**src/rtl/strand_select_stage.sv**
```systemverilog
// Round-robin issue arbiter between the strand FSMs and decode, plus the
// strand-select pipeline register that feeds decode.
module strand_select_stage #(
    parameter int NUM_STRANDS = 4,
    parameter int SW          = $clog2(NUM_STRANDS)
) (
    input  logic                      clk,
    input  logic                      reset_n,
    input  logic [NUM_STRANDS-1:0]    strand_ready,
    output logic [NUM_STRANDS-1:0]    issue_strand_oh,
    input  logic [32*NUM_STRANDS-1:0] if_instruction,
    input  logic [4*NUM_STRANDS-1:0]  reg_lane_select,
    input  logic [NUM_STRANDS-1:0]    rb_rollback_strand,
    input  logic                      ds_stall,
    output logic                      ss_valid,
    output logic [31:0]               ss_instruction,
    output logic [SW-1:0]             ss_strand_id,
    output logic [3:0]                ss_reg_lane_select
);

    logic [NUM_STRANDS-1:0] elig;
    logic [31:0]            inst_arr [NUM_STRANDS];
    logic [3:0]             lane_arr [NUM_STRANDS];
    logic                   grant_found;
    logic [SW-1:0]          grant_idx;
    logic [SW-1:0]          scan_idx;

    logic [SW-1:0] rr_ptr_q, rr_ptr_d;
    logic          ss_valid_q, ss_valid_d;
    logic [31:0]   ss_instruction_q, ss_instruction_d;
    logic [SW-1:0] ss_strand_id_q, ss_strand_id_d;
    logic [3:0]    ss_lane_q, ss_lane_d;

    always_comb begin
        for (int i = 0; i < NUM_STRANDS; i++) begin
            inst_arr[i] = if_instruction[32*i +: 32];
            lane_arr[i] = reg_lane_select[4*i +: 4];
        end
    end

    assign elig = strand_ready & ~rb_rollback_strand & {NUM_STRANDS{~ds_stall}};

    // NUM_STRANDS is a power of two, so SW-bit addition wraps the search naturally.
    always_comb begin
        grant_found = 1'b0;
        grant_idx   = '0;
        scan_idx    = '0;
        for (int off = 0; off < NUM_STRANDS; off++) begin
            scan_idx = rr_ptr_q + SW'(off);
            if (!grant_found && elig[scan_idx]) begin
                grant_found = 1'b1;
                grant_idx   = scan_idx;
            end
        end
        if (!reset_n) begin
            grant_found = 1'b0;
        end
    end

    always_comb begin
        issue_strand_oh            = '0;
        issue_strand_oh[grant_idx] = grant_found;
    end

    always_comb begin
        rr_ptr_d         = rr_ptr_q;
        ss_valid_d       = ss_valid_q;
        ss_instruction_d = ss_instruction_q;
        ss_strand_id_d   = ss_strand_id_q;
        ss_lane_d        = ss_lane_q;
        // A grant always wins: eligibility already excludes stalled and rolled-back strands.
        if (grant_found) begin
            rr_ptr_d         = grant_idx + SW'(1);
            ss_valid_d       = 1'b1;
            ss_instruction_d = inst_arr[grant_idx];
            ss_strand_id_d   = grant_idx;
            ss_lane_d        = lane_arr[grant_idx];
        end else if (ss_valid_q && rb_rollback_strand[ss_strand_id_q]) begin
            ss_valid_d = 1'b0;
        end else if (!ds_stall) begin
            ss_valid_d = 1'b0;
        end
    end

    always_ff @(posedge clk or negedge reset_n) begin
        if (!reset_n) begin
            rr_ptr_q         <= '0;
            ss_valid_q       <= 1'b0;
            ss_instruction_q <= 32'h0;
            ss_strand_id_q   <= '0;
            ss_lane_q        <= 4'hF;
        end else begin
            rr_ptr_q         <= rr_ptr_d;
            ss_valid_q       <= ss_valid_d;
            ss_instruction_q <= ss_instruction_d;
            ss_strand_id_q   <= ss_strand_id_d;
            ss_lane_q        <= ss_lane_d;
        end
    end

    assign ss_valid           = ss_valid_q;
    assign ss_instruction     = ss_instruction_q;
    assign ss_strand_id       = ss_strand_id_q;
    assign ss_reg_lane_select = ss_lane_q;

endmodule

```
**config.mk**
```make
export PLATFORM = sky130hd
export DESIGN_NAME = strand_select_stage
export DESIGN_NICKNAME = d
export VERILOG_FILES = /design/src/rtl/strand_select_stage.sv
export SDC_FILE = /design/constraint.sdc
export NUM_CORES = 1
export LEC_CHECK = 0
export CAP_MARGIN = 10
export CORE_UTILIZATION = 44
export CTS_CLUSTER_DIAMETER = 60
export CTS_CLUSTER_SIZE = 16
export DETAILED_ROUTE_END_ITERATION = 16
export PLACE_DENSITY = 0.88
export SETUP_SLACK_MARGIN = 0.15
export SKIP_LAST_GASP = 1
export SLEW_MARGIN = 20
export SYNTH_ARGS = -nofsm -noshare
export SYNTH_HDL_FRONTEND = slang
export SYNTH_SLANG_ARGS = --single-unit
```
**constraint.sdc**
```tcl
create_clock -name clk -period 2.69 [get_ports clk]
set_input_delay 0.269 -clock clk [delete_from_list [all_inputs] [get_ports clk]]
set_output_delay 0.269 -clock clk [all_outputs]
set_load 0.05 [all_outputs]
```
# After elaboration in Yosys (flattened, before gate mapping)
# Index checks and enable logic that the tools add are counted.
# totals
memories,0
latch_bits,0
in_bits,155
rom_bits,0
mem_bits_rw,0
elab_cells,62
output_inout_bits,43
register_bits,41
# op_classes
mul,0
n_reduce_logical,8
n_div,0
shifts,0
eq_ne,1
muxes,30
bitwise_logic,6
order_cmp,8
addsub,4
# op_table
operator,n
binary-select mux 32 bit (select 2 bit),1
2-to-1 mux 32 bit,2
< comparator 2 x 3 -> 1 bit (second input constant),6
2-to-1 mux 1 bit,14
AND 4 bit,3
binary-select mux 1 bit (select 2 bit),5
binary-select mux 4 bit (select 2 bit),1
2-to-1 mux 2 bit,4
2-to-1 mux 4 bit,2
logical AND 1 bit,5
adder 2 x 1 -> 2 bit (second input constant),2
adder 2 bit (second input constant),2
inverter 4 bit,1
>= comparator 3 bit (second input constant),1
zero test 1 bit,3
!= test 3 x 1 -> 1 bit (second input constant),1
inverter 2 -> 3 bit,1
demux 1 bit (select 2 bit),1
>= comparator 2 x 1 -> 1 bit (second input constant),1
inverter 1 bit,1

# Longest topological paths before layout
# logic_depth
depth_word,20
ltp_mapped,8
depth_no_buf,5

# Least setup slack after synthesis
# No wires, ideal clock.
# synth_path
path_kind,register to output
startpoint,register rr_ptr_q[0]
endpoint,output port issue_strand_oh[1]
required_ns,2.421
stages_incl_launch_ff,7
path_slack_ns,0.027
path_buffers,2
arrival_time_ns,2.394
cell_sequence,dfrtp_1 or3_1 a31oi_1 buf_4 buf_4 nor2_1 nor3_1
# synth_via
elab_chain_cells,17
elab_cells_between_ends,32
cone_classes,3 x add/sub; 2 x order compare; 19 x mux; 1 x bitwise; 7 x reduce/logical
# synth_rtl
item,line,source
from (decl),28,"logic [SW-1:0] rr_ptr_q, rr_ptr_d;"
from (signal assigned),93,rr_ptr_q <= rr_ptr_d;
branches (longest 16 deep; another with < comparator 2 x 3 -> 1 bit),-,
AND 4 bit (no source line) *,-,
to (decl),10,"output logic [NUM_STRANDS-1:0] issue_strand_oh,"
# Every way passes the cells marked *. The select of a mux whose other input is x is not followed.

# Worst setup path after layout
# layout_path
startpoint,input port rb_rollback_strand[0]
endpoint,register ss_instruction_q[10] (netlist: ss_instruction[10])
# layout_via
elab_chain_cells,19
elab_cells_between_ends,30
cone_classes,20 x mux; 4 x bitwise; 6 x reduce/logical
# layout_rtl
item,line,source
from (decl),13,"input logic [NUM_STRANDS-1:0] rb_rollback_strand,"
inverter 4 bit *,41,assign elig = strand_ready & ~rb_rollback_strand & {NUM_STRANDS{~ds_stall}};
AND 4 bit * (2 in series),41,
binary-select mux 1 bit (select 2 bit),50,if (!grant_found && elig[scan_idx]) begin
2-to-1 mux 1 bit (not written as such),50,
2-to-1 mux 1 bit,50,
zero test 1 bit,50,
logical AND 1 bit,50,
2-to-1 mux 1 bit,50,
zero test 1 bit,50,
logical AND 1 bit,50,
2-to-1 mux 1 bit,50,
zero test 1 bit,50,
logical AND 1 bit,50,
2-to-1 mux 2 bit,50,
inverter 2 -> 3 bit (not written as such),75,ss_instruction_d = inst_arr[grant_idx];
binary-select mux 32 bit (select 2 bit),75,
2-to-1 mux 32 bit (not written as such) (2 in series),75,
to (signal assigned),95,ss_instruction_q <= ss_instruction_d;
to (decl),30,"logic [31:0] ss_instruction_q, ss_instruction_d;"
# Every way passes the cells marked *; elsewhere a longest branch is shown, timed or not. The select of a mux whose other input is x is not followed.
# A chain may end at the register's enable or synchronous reset.

==> flow_summary_export.csv <==
group,metric,value,unit
timing,hold_violations,0,
worst_setup_path,cp_max_fo,37,
place,dp_slack,-0.03306,ns
timing,setup_violations,0,
timing,fin_ws,0.2415,ns
power,p_leak,0.002267,µW
worst_setup_path,r2r_end,"ss_instruction[10]$_DFFE_PN0P_",
worst_setup_path,crit_slowest_cell,"a21o_2",
drt,vias,4335,
yosys,ys_ff_latch,41,
status,status,"complete, no violations",
timing,worstMarginPinSlew,1.038,ns
yosys,synthCells,430,
finish,fin_nets,751,
die,die_y,94.87,µm
clocking,cts-buffers-inserted,5,
worst_setup_path,rr_worst_depth,5,
yosys,ys_top_cells_by_count,"inv_1 (72), a211oi_1 (65), nand2_1 (41)",
drt,wl_per_cell,19.62,µm
timing,finalMaxSlewViolations,0,
clocking,cts_max_path_buffers,2,
place,dp_hpwl,9406,µm
yosys,synth.most_common_cell,"inv_1",
die,initial_core_util,0.4573,
clocking,cts_setup_buffers,0,
die,coreArea,8299,µm²
worst_setup_path,arrival,2.65,ns
clocking,cts.clk_slew.worst_paths,0.09,ns
grt,globalRouteTotalUtil,0.2874,
finish,area.growth.synth_to_final,55.23,%
yosys,synth_area_leaders,"dfrtp_1 (24%), a211oi_1 (13%), a221oi_2 (11%), a2111oi_0 (7.8%), inv_1 (7.1%)",
power,report.power.total,3055,µW
yosys,yosysWarningCount,0,
worst_setup_path,critPathTopFamily,"compound AO/OA/AOI/OAI gates",
worst_setup_path,worstPathCellList,"clkdlybuf4s50_1 > nand2b_1 > o21ai_4 > a21o_2 > a2111oi_0 > o31ai_1",
yosys,synth.distinct_cells,41,
grt,antenna_found_initial,0,
hold_path,hold_class,"in -> async",
timing,post-route-period-util,0.9102,
place,place_inst,691,
worst_setup_path,reg2reg_slack,0.26,ns
yosys,netlist_area,3795,µm²
clocking,cts.sinks,41,
clocking,htreeDepth,2,
yosys,synth-edff-count,0,
die,die_area,9000,µm²
clocking,worstSkewPairLatency,0.30,ns
yosys,synth_top_area_frac,0.2440,
finish,n_antenna_cell,0,
drt,drc,0,
timing,rsz0062_at_grt,"yes",
grt,grt_pass1_wl,20110,µm
power,powerDensity,518.7,nW/µm²
yosys,yosys.area.top_type,"dfrtp_1",
clocking,tritoncts,"done",
run,drv_cap,0,
die,ioPinCount,198,
worst_setup_path,cp.required,2.90,ns
power,ir_worst_vdd,0.0003402,V
drt,drtIter0Drc,322,
drt,via_per_inst,6.175,
yosys,async_flop_share,1.000,
worst_setup_path,slowest_delay,0.88,ns
grt,grt_pass1_vias,4127,
worst_setup_path,worstSetupPathType,"in -> reg",
timing,finalCriticalPeriod,2.449,ns
timing,timing.hold.ws,0.07618,ns
clocking,root_buffer,"clkbuf_8",
finish,drive_gt1_frac,0.1491,
yosys,synth_area_per_cell,8.825,µm²
finish,finalNonFillerCells,702,
worst_setup_path,worst_setup_path_start_kind,"input pin",
timing,fmax,408.4,MHz
die,dieWidth,94.87,µm
drt,wirelength,13780,µm
place,gp_congestion,0.9383,
grt,grt-ovfl-total,0,
worst_setup_path,timing.critical_path.buf_inv,1,
worst_setup_path,cp-end-kind,"flip-flop",
die,fp-row-count,33,
drt,drtPass1Iterations,4,
yosys,ys.flop_type,"dfrtp_1",
place,port_buffers,197,
yosys,synth-seq-area-share,0.2717,
timing,clock_skew,0.009565,ns
grt,grt_max_degree,75,
timing,relSlewSlack,0.3079,
drt,antenna_left,0,
worst_setup_path,r2r-start,"rr_ptr_q[1]$_DFFE_PN0P_",
yosys,synth_fp_nets,585,
## worst max-delay path by stage
stage                                        from                                 to  slack (ns)  depth (start not counted)
final                       rb_rollback_strand[0]     ss_instruction[10]$_DFFE_PN0P_        0.24                          6
after CTS                   rb_rollback_strand[0]                 issue_strand_oh[3]        0.11                          6
after global routing        rb_rollback_strand[0]  ss_reg_lane_select[1]$_DFFE_PN1P_        0.12                          6
after global placement            strand_ready[3]     ss_instruction[21]$_DFFE_PN0P_        0.06                          6
after detailed placement    rb_rollback_strand[3]     ss_instruction[21]$_DFFE_PN0P_       -0.03                          6
after floorplan           rr_ptr_q[0]$_DFFE_PN0P_                 issue_strand_oh[1]        0.03                          6
## what timing repair did
action                                  4_1_cts  5_1_grt
hold buffers                                  0        0
endpoints found under the setup margin        2        4
resized for setup                             1        0
hold endpoints to repair                      0        0
cloned                                        0        3
pin swaps                                     0        2
## report_power, final
group,total [µW],switching (µW),internal (µW)
Combinational,1780,1090,695
Sequential,870,99.0,771
Clock,402,222,180
Total,3060,1410,1650
## state kept, by name, summed over array words and instances (netlist names)
| name | cells |
|---|---|
| rr_ptr_q | 2 |
| ss_reg_lane_select | 4 |
| ss_valid | 1 |
| ss_strand_id | 2 |
| ss_instruction | 32 |
## cell type report
| type | instances | area (µm²) |
|---|---|---|
| inverter | 72 | 270.3 |
| clock buffer | 6 | 72.57 |
| timing repair buffer | 216 | 2197 |
| sequential | 41 | 1031 |
| fill | 645 | 2409 |
| multi-input combinational | 260 | 2178 |
| tap | 105 | 131.4 |
| clock inverter | 2 | 10.01 |
## metrics by stage
step	TNS, ns	utilization	area, µm²
2_1_floorplan	0	-	3805
3_3_place_gp	0	0.6921	5744
3_5_place_dp	-0.03306	0.6921	5744
4_1_cts	0	0.7027	5832
5_1_grt	0	0.7098	5891
6_report	0	0.7098	5891
## logic make-up after synthesis
kind of cell,Yosys count,synth area share
DFF,41,0.2717
buffers and inverters,130,0.1728
and+or+nand+nor,61,0.07517
muxes,2,0.008901
AOI/OAI and AO/OA,196,0.4715
## per-layer routing
metal / global-route usage / part of all wire
met3: 0.03221 / 0.077
met5: 0 / 0
met4: 0.1414 / 0.029
met1: 0.3485 / 0.39
met2: 0.5018 / 0.51
## cell usage in the layout, fill, tap and decap left out, types with 2 or more instances in the layout
cell and instances:
nand2b_1 3, a221oi_1 8, nor2b_1 2, dfstp_2 4, buf_4 16, nor3_1 2
nor3b_1 2, a2111oi_1 2, a21oi_1 2, a221oi_2 28, dfrtp_1 37, nand2_1 41
clkdlybuf4s50_1 192, nor3_2 3, o31ai_2 3, o31ai_1 34, clkbuf_8 5, a211oi_2 7
clkinv_2 2, buf_12 5, a211oi_1 65, inv_1 72, nand2b_4 2, nor2_1 2
a2111oi_0 34, a21o_2 2, o21ai_0 3, clkbuf_16 2
## worst register-to-register path, stage by stage, from the launching register on
cell and delay (ns):
dfrtp_1 0.51, nor2b_1 0.13, o21ai_4 0.30, a21o_2 0.88, a2111oi_0 0.29, o31ai_1 0.23
Power figures use the tool's default switching activity.
